[config.mk]
export PLATFORM = sky130hd
export DESIGN_NAME = uart_rx_datapath
export DESIGN_NICKNAME = d
export VERILOG_FILES = /design/src/rtl/uart_rx_datapath.sv
export SDC_FILE = /design/constraint.sdc
export NUM_CORES = 1
export LEC_CHECK = 0
export CAP_MARGIN = 20
export CORE_MARGIN = 5
export CORE_UTILIZATION = 26
export DETAILED_ROUTE_END_ITERATION = 6
export GPL_ROUTABILITY_DRIVEN = 0
export PLACE_DENSITY = 0.41
export SLEW_MARGIN = 20
export SYNTH_ARGS = -nofsm -noshare
export SYNTH_HDL_FRONTEND = slang
export SYNTH_SLANG_ARGS = --single-unit
[constraint.sdc]
create_clock -name clk -period 3.2 [get_ports clk]
set_input_delay 0.8 -clock clk [delete_from_list [all_inputs] [get_ports clk]]
set_output_delay 0.8 -clock clk [all_outputs]
set_load 0.01 [all_outputs]
[src/rtl/uart_rx_datapath.sv]
// ---------------------------------------------------------------------------
// uart_rx_datapath
//
// UART 8N1 receive path. The asynchronous serial line passes through a
// two-flop synchroniser. A start bit is qualified at its middle, then each
// data bit and the stop bit are sampled at mid-bit. A good frame produces a
// one-cycle rx_valid strobe with the byte on rx_data. A low stop bit produces
// a one-cycle rx_frame_err strobe and parks the receiver in BREAK until the
// line returns high, so a held-low line raises only one error.
//
// Ports
//   clk           system clock, all logic on the rising edge
//   rst_n         asynchronous active-low reset
//   uart_rx_in    raw serial line, idle high, asynchronous to clk
//   rx_data       last correctly received byte (LSB first on the wire)
//   rx_valid      one-cycle strobe, rx_data is new this cycle
//   rx_frame_err  one-cycle strobe, stop bit was sampled low
//   rx_busy       high whenever the receiver is not idle
// ---------------------------------------------------------------------------
module uart_rx_datapath #(
  parameter int CLKS_PER_BIT = 868,
  parameter int CNT_W        = 16
) (
  input  logic       clk,
  input  logic       rst_n,
  input  logic       uart_rx_in,
  output logic [7:0] rx_data,
  output logic       rx_valid,
  output logic       rx_frame_err,
  output logic       rx_busy
);

  localparam logic [2:0] S_IDLE  = 3'd0;
  localparam logic [2:0] S_START = 3'd1;
  localparam logic [2:0] S_DATA  = 3'd2;
  localparam logic [2:0] S_STOP  = 3'd3;
  localparam logic [2:0] S_BREAK = 3'd4;

  localparam int HALF = CLKS_PER_BIT / 2;

  // Counter values at which the line is sampled.
  localparam logic [CNT_W-1:0] HALF_LAST = CNT_W'(HALF - 1);
  localparam logic [CNT_W-1:0] BIT_LAST  = CNT_W'(CLKS_PER_BIT - 1);

  logic             sync_1;
  logic             rx_s;
  logic [2:0]       state;
  logic [CNT_W-1:0] cnt;
  logic [2:0]       bit_idx;
  logic [7:0]       shift;

  // Synchroniser. Both stages come out of reset at 1 so a reset does not
  // look like a falling edge on an idle line.
  // NOTE: sequential state uses non-blocking assignments so every flop
  // samples the pre-edge value of its neighbours; blocking here would
  // collapse the two stages into one.
  always_ff @(posedge clk or negedge rst_n) begin
    if (!rst_n) begin
      sync_1 <= 1'b1;
      rx_s   <= 1'b1;
    end else begin
      sync_1 <= uart_rx_in;
      rx_s   <= sync_1;
    end
  end

  // Receive FSM with registered output strobes.
  always_ff @(posedge clk or negedge rst_n) begin
    if (!rst_n) begin
      state        <= S_IDLE;
      cnt          <= '0;
      bit_idx      <= '0;
      // NOTE: the shift register is an ordinary bank of flops, not a RAM,
      // so it takes a reset like the rest of the state.
      shift        <= '0;
      rx_data      <= 8'h00;
      rx_valid     <= 1'b0;
      rx_frame_err <= 1'b0;
    end else begin
      // NOTE: strobes default low every cycle and are raised only on the
      // cycle an event is decided, which guarantees single-cycle pulses.
      rx_valid     <= 1'b0;
      rx_frame_err <= 1'b0;

      case (state)
        S_IDLE: begin
          if (!rx_s) begin
            state <= S_START;
            cnt   <= '0;
          end
        end

        S_START: begin
          if (cnt == HALF_LAST) begin
            cnt     <= '0;
            bit_idx <= '0;
            // A line that is already high again at mid-start was a glitch.
            state   <= rx_s ? S_IDLE : S_DATA;
          end else begin
            cnt <= cnt + 1'b1;
          end
        end

        S_DATA: begin
          if (cnt == BIT_LAST) begin
            cnt   <= '0;
            // LSB arrives first, so shift right and insert at the MSB.
            shift <= {rx_s, shift[7:1]};
            if (bit_idx == 3'd7) begin
              state <= S_STOP;
            end else begin
              bit_idx <= bit_idx + 1'b1;
            end
          end else begin
            cnt <= cnt + 1'b1;
          end
        end

        S_STOP: begin
          if (cnt == BIT_LAST) begin
            cnt <= '0;
            if (rx_s) begin
              rx_data  <= shift;
              rx_valid <= 1'b1;
              // Straight to IDLE at mid-stop so a back-to-back start bit is
              // caught at its falling edge.
              state    <= S_IDLE;
            end else begin
              rx_frame_err <= 1'b1;
              state        <= S_BREAK;
            end
          end else begin
            cnt <= cnt + 1'b1;
          end
        end

        S_BREAK: begin
          if (rx_s) begin
            state <= S_IDLE;
          end
        end

        default: begin
          state <= S_IDLE;
        end
      endcase
    end
  end

  assign rx_busy = (state != S_IDLE);

endmodule

==> summary.txt <==
STA
  – Final Max Slew Viols: 0
  – Fin crit share: 79.9%
  – Unrepaired setup endpoints after global routing: false
  – Max frequency: 0.391 GHz
  – Fin crit period: 2.56 ns
  – Worst Clk Skew: 0.00639 ns
  – Hold Vio Cnt, Final: 0
  – Slew @ Worst Pin: 0.914 ns
  – Slew margin rel.: 38.9%
  – Setup-failing EPs final: 0
  – TNS Setup: 0 ns

Setup path
  – Kind of critical path: reg -> reg
  – Arrival @ worst endpoint: 2.75 ns
  – Worst EP required: 3.39 ns
  – Crit path max fanout: 8
  – Type of origin of the critical path: flop
  – CP Capture Type: flop

Global routing
  – Met2 Resource Use GR: 13.6%
  – Met1 usage in global routing: 11.8%
  – Global route hottest layer: met2
  – GRT met3 Usage: 2.57%
  – Pin count of the biggest net entering global routing: 43
  – GRT Util Overall: 8.95%
  – Vias in the first global route: 1,371
  – First-pass GRT wire length: 6.98 mm
  – Remaining global-route overflow: 0
  – Initial antenna violation count: 0

Synth
  – Seq cells post-synth: 42
  – EDFF count, synth: 0
  – Syn avg cell area: 11.9 um^2
  – Post-synthesis cell count: 178
  – Ys flop type: dfrtp_1
  – Synth cell types: 49
  – Mapped cell area: 2120 um^2
  – Synth warnings: 0
  – Sequential share of the synthesized area: 49.7%
  – Synth async-reset ratio: 100%
  – Syn_nets: 186

Power and ir drop
  – VDD IR-drop max: 0.167 mV
  – Power Density: 396 nW/um^2
  – Leak: 1.16 nW

Worst hold path
  – HP Class: reg -> reg

Clocking
  – TritonCTS clock tree: yes
  – Root Driver: clkbuf_8
  – Post-CTS setup repair buffer count: 0
  – Total clock buffers created by CTS: 5
  – H-Tree Level Count: 2
  – Hold_buf cts: 0
  – TritonCTS Sinks: 42
  – Clock-pin slew of the registers on the worst-case setup and hold paths: 0.08 ns
  – Clock Path Buffers: 2
  – Worst-skew pair later-pin latency: 0.30 ns
  – Post-CTS sizing: 0

Routing
  – Drt total wl: 4.06 mm
  – Vias: 1,354
  – First drt pass iteration count: 4
  – WL/cell: 13.6 um
  – Vias/cell: 4.54
  – Iter 0 DRT Violations: 44
  – Detail Route Antenna Nets: 0
  – DRC: 0

Run status
  – Status: completed

Die
  – Die area: 10,100 um^2
  – Starting Density: 26.2%
  – Die height: 100 um
  – Core box area: 8090 um^2
  – I/O pin count: 14
  – FP Rows: 33
  – Die Width: 100 um

Final layout
  – Fill count: 855
  – FF/Latch Area: 1050 um^2
  – Most common cell after layout, fill and taps aside: dfrtp_1
  – Post-route cell area: 2450 um^2
  – Fin util: 30.3%
  – Fin nets: 200
  – Layout area overhead: 15.7%
  – Multi-input gate area: 1000 um^2
  – Layout cell share with drive strength beyond 1: 21.2%
  – Commonest non-fill, non-tap cells in the layout: 40 x dfrtp_1, 16 x mux2_4, 13 x nor2_1
  – # diodes: 0

Placed design
  – DP Area: 2340 um^2
  – HPWL Detailed: 2.80 mm
  – Port Buffer Count: 13

Run
  – Max-Cap Viols: 0
[cell usage after synthesis, types with 2 or more instances]
cell type  instances  share of area (%)
or2_2              2               0.59
nor2b_1            2               0.59
nor2_1            13                2.3
mux2_4            16                 11
nand2b_1           3               0.89
dfstp_2            2                2.5
ha_1               5                3.0
and4_1             2               0.83
clkbuf_1           5               0.89
a21o_1             6                2.1
a22o_1             3                1.2
xor2_1             4                1.7
nand3_1            6                1.4
or3b_2             2               0.83
a31oi_1            3               0.89
o21ai_1            2               0.47
and3_1             5                1.5
a21oi_1            5                1.2
o21ai_0            5                1.2
nand4_1            6                1.8
or4_4              2                1.1
mux2i_1            2               0.95
dfrtp_1           40                 47
nor3b_1            3                1.1
nand2_1            6                1.1
inv_1              3               0.53
nor3_1             3               0.71
[path summary, 6_finish.rpt]
check | slack [ns] | depth (start not counted) | start | to
min in group asynchronous | 0.48 | 1 | rst_n | bit_idx[2]
max in group asynchronous | 2.35 | 1 | rst_n | shift[0]
worst max register to register | 0.64 | 6 | cnt[0] | shift[1]
worst max-delay path | 0.64 | 6 | cnt[0] | shift[1]
worst min-delay path | 0.36 | 0 | sync_1 | rx_s
worst min register to register | 0.36 | 0 | sync_1 | rx_s
[flip-flops by register name, summed over array words and instances, names as in the netlist]
name	count
rx_data	8
rx_frame_err	1
cnt	16
state	3
shift	8
rx_s	1
sync_1	1
bit_idx	3
rx_valid	1
[kinds of logic after synthesis]
logic type | share of synthesized area (%)
adder cells (fa/ha/maj) | 2.95
buffers and inverters | 2.95
AND/OR/NAND/NOR | 19.6
multiplexers | 12.8
XOR/XNOR | 1.65
flip-flops | 49.7
AO/OA/AOI/OAI | 10.3
[through the flow]
stage / hold slack [ns] / instances / worst slack, ns / power [mW]
after floorplan: 0.345 / 178 / 0.775 / 0.546
after global placement: 0.350 / 290 / 0.666 / 0.559
after detailed placement: 0.347 / 290 / 0.628 / 0.560
after CTS: 0.359 / 298 / 0.622 / 0.987
after global routing: 0.367 / 298 / 0.519 / 1.01
final: 0.358 / 298 / 0.642 / 0.970
[worst max-delay path, cell delays in order, from the launching register on]
cell,delay (ns)
dfrtp_1,0.45
ha_1,0.19
or3b_2,0.50
or4_4,0.54
nor2_4,0.12
and2b_2,0.32
mux2_4,0.33
[layout make-up]
type,instances,share of cell area [%]
inverter,3,0.459
sequential,42,43.0
clock inverter,2,1.53
tap,105,5.36
timing repair buffer,15,5.82
multi-input combinational,125,40.9
clock buffer,6,2.96
[power breakdown]
| group | internal, mW | switching [mW] | total, mW |
|---|---|---|---|
| registers | 0.533 | 0.00246 | 0.535 |
| logic | 0.00235 | 0.0105 | 0.0128 |
| clock network | 0.233 | 0.190 | 0.423 |
[per-layer routing]
| layer | share of wire (%) | vias to the layer above |
|---|---|---|
| met5 | 0 | - |
| met4 | 2.0 | 0 |
| met1 | 50 | 647 |
| li1 | - | 682 |
| met2 | 44 | 17 |
| met3 | 3.7 | 8 |
Note: power is estimated with default switching activity, not from simulation.
==> RTL edit 1: new RTL, same flow settings <==
Change the parameter `CNT_W` from 16 to 18.
--- a/src/rtl/uart_rx_datapath.sv
+++ b/src/rtl/uart_rx_datapath.sv
@@ -20,5 +20,5 @@
 module uart_rx_datapath #(
   parameter int CLKS_PER_BIT = 868,
-  parameter int CNT_W        = 16
+  parameter int CNT_W        = 18
 ) (
   input  logic       clk,
Function: no difference found for any inputs over 10 cycles, from zero or initial values and one cycle with rst_n low; that may be too few to reach the edited logic, so the function may still have changed.
==> RTL edit 1 against the original RTL <==
  * Synthesized area is 7.4% higher
  * Worst hold slack improved by 0.0037 ns
  * Wire length up 20%
  * Sequential cell count is 2 higher
  * Design area up 7.8%
  * Sequential share of layout area decreased by 1.2 points
  * Total power rose by 5.3%
  * Cell count is 17% higher
  * Sequential power is 4.7% higher
  * Via count increased by 21%
  * Critical path depth unchanged
  * First-iteration DRC count up 6.8%
  * Worst setup slack worse by 0.18 ns
  * Largest cell class is now multi-input gates
  * Largest power group unchanged
==> RTL edit 1: results (changes against the original RTL) <==
| Stage | Result | Reported | Delta |
| --- | --- | --- | --- |
| finish | Share of layout cells above drive strength 1 | 0.1818 | was 0.2124 |
| logic synthesis | Cell types with the largest area share after synthesis | dfrtp_1 46%, nand2_1 6.1%, mux2_4 5.3% | was dfrtp_1 47%, mux2_4 11%, ha_1 3.0% |
| pwr | Leak pwr | 0.001154 uW | was 0.001156 uW |
| global routing | Met1 Resource Use GR | 0.1330 | was 0.1176 |
| global routing | Largest net degree at the start of global routing | 45 | was 43 |
| finish | Number of nets in the layout | 248 | was 200 |
| global routing | Met2 track demand over resource | 0.1439 | was 0.1356 |
| detailed routing | Vias per Instance | 4.686 | was 4.544 |
| worst setup path | Critical-path cell with the highest stage delay | or4bb_2 | was or4_4 |
| placed design | Number of placed instances, taps included | 342 | was 290 |
| detailed routing | Number of DRC violations after detailed-routing iteration 0 | 47 | was 44 |
| logic synthesis | Sequential-to-total area share from yosys stat | 0.4851 | was 0.4973 |
| finish | Leading registers by flop count | cnt (18), rx_data (8), shift (8) | was cnt (16), rx_data (8), shift (8) |
| logic synthesis | Multiplexer fraction of the synthesized cell area | 0.1012 | was 0.1282 |
| logic synthesis | Fraction of the mapped netlist area in adder cells | 0.02200 | was 0.02953 |
| worst setup path | Longest individual stage delay on the worst path | 0.65 ns | was 0.54 ns |
| run status | Status | complete, no violations | unchanged |
| detailed routing | Routed wire per std cell | 13.94 um | was 13.62 um |
| logic synthesis | Most frequent cells after synthesis | 42 x dfrtp_1, 37 x nand2_1, 14 x nor2_1, 12 x o21ai_0, 10 x nand3_1 | was 40 x dfrtp_1, 16 x mux2_4, 13 x nor2_1 |
| placed design | Half-perimeter wire length after detailed placement | 3.396 mm | was 2.800 mm |
| logic synthesis | Area share of xor/xnor cells in the synthesized design | 0.01540 | was 0.01654 |
| finish | Number of standard cells in the final layout excluding fillers | 350 | was 298 |
| sta | Slew @ Worst Pin | 0.6576 ns | was 0.9143 ns |
| logic synthesis | Number of distinct standard cells referenced by the synthesized netlist | 43 | was 49 |
| sta | Final Skew | 0.009008 ns | was 0.006392 ns |
| worst setup path | Worst setup slack for register-to-register paths | 0.46 ns | was 0.64 ns |
| global routing | First-pass GRT wire length | 8.500 mm | was 6.975 mm |
| sta | Final worst-path cycle share | 0.8570 | was 0.7995 |
RTL edit 1: cell count changes in the layout (fill, tap and decap cells not counted), moves of 4 or more:
cell,change
and3_1,-5
nor4_1,+6
mux2_2,+7
nand2_1,+31
a21o_1,-5
nand3_1,+4
o21ai_0,+7
mux2_4,-8
o22ai_1,+5
o211ai_1,+6
nor3_1,+4
or3_1,+4
RTL edit 1: stage by stage:
step                        util  instance area [um2]
after floorplan                -                 2275
after global placement    0.2921                 2522
after detailed placement  0.2921                 2522
after CTS                 0.3056                 2639
after global routing      0.3059                 2641
final                     0.3059                 2641
RTL edit 1: worst min-delay path by stage:
stage | endpoint | slack (ns) | cells after the start
4_1_cts | rx_s$_DFF_PN1_ | 0.36 | 0
3_5_place_dp | rx_s$_DFF_PN1_ | 0.35 | 0
6_report | rx_s$_DFF_PN1_ | 0.36 | 0
3_3_place_gp | rx_s$_DFF_PN1_ | 0.35 | 0
2_1_floorplan | rx_s$_DFF_PN1_ | 0.35 | 0
5_1_grt | rx_s$_DFF_PN1_ | 0.37 | 0
RTL edit 1: report_power, final:
group          total (uW)  internal, uW  leakage, uW  switching (uW)
clock network         448           235    0.0000583             213
registers             560           558     0.000593            1.77
logic                13.8          2.25     0.000502            11.6
total                1020           796      0.00115             226
RTL edit 1: per-layer routing:
layer / up-vias / wire length, um
li1: 840 / -
met1: 776 / 2457
met2: 21 / 2245
met3: 3 / 155
met4: 0 / 21
met5: - / 0
RTL edit 1: final cells by class:
type,instances,area share
clock buffers,5,0.02605
clock inverters,3,0.01800
inverters,4,0.005685
multi-input cells,168,0.4188
flip-flops and latches,44,0.4178
well taps,108,0.05116
repair buffers,18,0.06253
==> RTL edit 2: new RTL, config.mk and constraints unchanged <==
Without the edit above. Reset style: synchronous (`rst_n`), changed in 2 clocked blocks. Comments in the files are not updated.
--- a/src/rtl/uart_rx_datapath.sv
+++ b/src/rtl/uart_rx_datapath.sv
@@ -55,5 +55,5 @@
   // samples the pre-edge value of its neighbours; blocking here would
   // collapse the two stages into one.
-  always_ff @(posedge clk or negedge rst_n) begin
+  always_ff @(posedge clk) begin
     if (!rst_n) begin
       sync_1 <= 1'b1;
@@ -66,5 +66,5 @@
 
   // Receive FSM with registered output strobes.
-  always_ff @(posedge clk or negedge rst_n) begin
+  always_ff @(posedge clk) begin
     if (!rst_n) begin
       state        <= S_IDLE;
Formal check against the unedited RTL: differs if rst_n is asserted again (counterexample within 4 cycles, from zero or initial values and one cycle with rst_n low); with rst_n held inactive, the same outputs for 10 cycles.
==> RTL edit 2 against the original RTL <==
  * First-iteration DRC count rose by 66%
  * Sequential cell count unchanged
  * Worst setup slack improved by 0.12 ns
  * Synthesized area decreased by 7.3%
  * Synthesized cell count increased by 19%
  * Wire length is 0.76% lower
  * Design area decreased by 8.2%
  * Die area is 6.6% lower
  * Register-to-register slack improved by 0.25 ns
  * Via count is 6.9% higher
  * Critical endpoint is now rx_busy
Power is not compared: it rests on default switching activity, and its combinational part moved more than twofold at a synthesized area within 25%.
==> RTL edit 2: results (changes against the original RTL) <==
| Stage | Result | Reported | Delta |
| --- | --- | --- | --- |
| detailed routing | Vias per Instance | 4.497 | was 4.544 |
| detailed routing | Routed wire per std cell | 12.51 um | was 13.62 um |
| placed design | Worst setup timing slack at the placement stage | 0.6937 ns | was 0.6284 ns |
| global routing | Largest net degree at the start of global routing | 18 | was 43 |
| logic synthesis | Syn_area_per_cell | 9.304 um2 | was 11.90 um2 |
| run status | Status | complete, no violations | unchanged |
| worst setup path | Critical-path cell with the highest stage delay | dfxtp_1 | was or4_4 |
| clock network | Clock slew seen by the registers of the worst setup and hold paths | 0.09 ns |  |
| finish | Number of nets in the layout | 229 | was 200 |
| worst setup path | CP Data Arrival Time | 1.64 ns | was 2.75 ns |
| clock network | Number of buffers added for setup after CTS | 0 | unchanged |
| logic synthesis | Post-Syn Nets | 218 | was 186 |
| finish | Share of layout cells above drive strength 1 | 0.08072 | was 0.2124 |
| sta | Worst relative slew slack | 0.5736 | was 0.3885 |
| detailed routing | Number of DRC violations after detailed-routing iteration 0 | 73 | was 44 |
| clock network | Clock Tree Root | clkbuf_8 | unchanged |
| finish | Layout filler cell count | 799 | was 855 |
| placed design | Number of placed instances, taps included | 314 | was 290 |
| logic synthesis | Number of distinct standard cells referenced by the synthesized netlist | 48 | was 49 |
| worst setup path | Critical path peak fanout | 15 | was 8 |
| worst hold path | Number of cells on the worst hold path | 1 | was 0 |
| global routing | Total track usage | 0.09267 | was 0.08947 |
| global routing | First-pass GRT wire length | 7.320 mm | was 6.975 mm |
| global routing | Number of global-route vias before repair | 1,434 | was 1,371 |
| worst hold path | Class of the tightest hold or removal check | reg -> reg | unchanged |
| placed design | Half-perimeter wire length after detailed placement | 2.798 mm | was 2.800 mm |
| worst setup path | Longest individual stage delay on the worst path | 0.62 ns | was 0.54 ns |
| finish | Leading registers by flop count | cnt (16), rx_data (8), shift (8) | unchanged |
| placed design | Area after detailed placement | 2157 um2 | was 2338 um2 |
| logic synthesis | Most frequent cells after synthesis | 42 x dfxtp_1, 32 x nor2_1, 20 x mux2i_1, 13 x nand2_1, 8 x nand4_1 | was 40 x dfrtp_1, 16 x mux2_4, 13 x nor2_1 |
| logic synthesis | Share of synthesized registers carrying an async set or reset | 0 | was 1.000 |
| sta | Final Skew | 0.01239 ns | was 0.006392 ns |
| finish | Number of standard cells in the final layout excluding fillers | 322 | was 298 |
| placed design | # port buffers | 13 | unchanged |
| worst setup path | CP delay by family, top | flip-flops | was simple AND/OR/NAND/NOR gates |
| logic synthesis | Cell types with the largest area share after synthesis | dfxtp_1 43%, mux2i_1 10%, nor2_1 6.1% | was dfrtp_1 47%, mux2_4 11%, ha_1 3.0% |
| logic synthesis | Sequential-to-total area share from yosys stat | 0.4283 | was 0.4973 |
RTL edit 2: logic make-up after synthesis:
family	Yosys count	synth area share
XOR/XNOR	9	0.04015
multiplexers	20	0.1020
flip-flops	42	0.4283
adder cells (fa/ha/maj)	4	0.02549
AND/OR/NAND/NOR	103	0.2881
buffers and inverters	13	0.04206
AO/OA/AOI/OAI	20	0.07394
RTL edit 2: path summary, 6_finish.rpt:
check                           slack [ns]                   from                       to
worst max-delay path                  0.76  state[1]$_SDFFE_PN0P_                  rx_busy
worst min-delay path                  0.40      sync_1$_SDFF_PN1_          rx_s$_SDFF_PN1_
worst max register to register        0.89    cnt[0]$_SDFFE_PN0P_  rx_data[0]$_SDFFE_PN0P_
worst min register to register        0.40      sync_1$_SDFF_PN1_          rx_s$_SDFF_PN1_
RTL edit 2: layout make-up:
| type | count | share of cell area |
|---|---|---|
| multi-input combinational | 156 | 0.4619 |
| sequential | 42 | 0.3735 |
| timing repair buffer | 15 | 0.06448 |
| tap | 99 | 0.05503 |
| clock buffer | 5 | 0.03057 |
| clock inverter | 3 | 0.01112 |
| inverter | 2 | 0.003335 |
RTL edit 2: through the flow:
stage | utilization | power [uW]
after floorplan | - | 577.0
after global placement | 0.2958 | 593.4
after detailed placement | 0.2958 | 592.9
after CTS | 0.3087 | 966.5
after global routing | 0.3087 | 997.4
final | 0.3087 | 944.9
RTL edit 2: layer usage:
metal	routed length [um]	global-route usage
met5	0	0
met4	22	0.02916
met3	144	0.02950
met2	1768	0.1385
met1	2093	0.1264
RTL edit 2: worst reg2reg max path: stages, from the launching register on:
cell and delay, ns:
dfxtp_1 0.41, ha_1 0.28, and3_1 0.17, and4_1 0.38, nand4_1 0.57, mux2i_1 0.34
nor2_1 0.05
RTL edit 2: power by group through the flow:
stage | registers [uW] | clock network, uW | logic [uW]
after floorplan | 540 | 0 | 37.0
after global placement | 544 | 0 | 49.8
after detailed placement | 544 | 0 | 49.3
after CTS | 531 | 385 | 49.7
after global routing | 532 | 411 | 54.6
final | 531 | 365 | 48.4
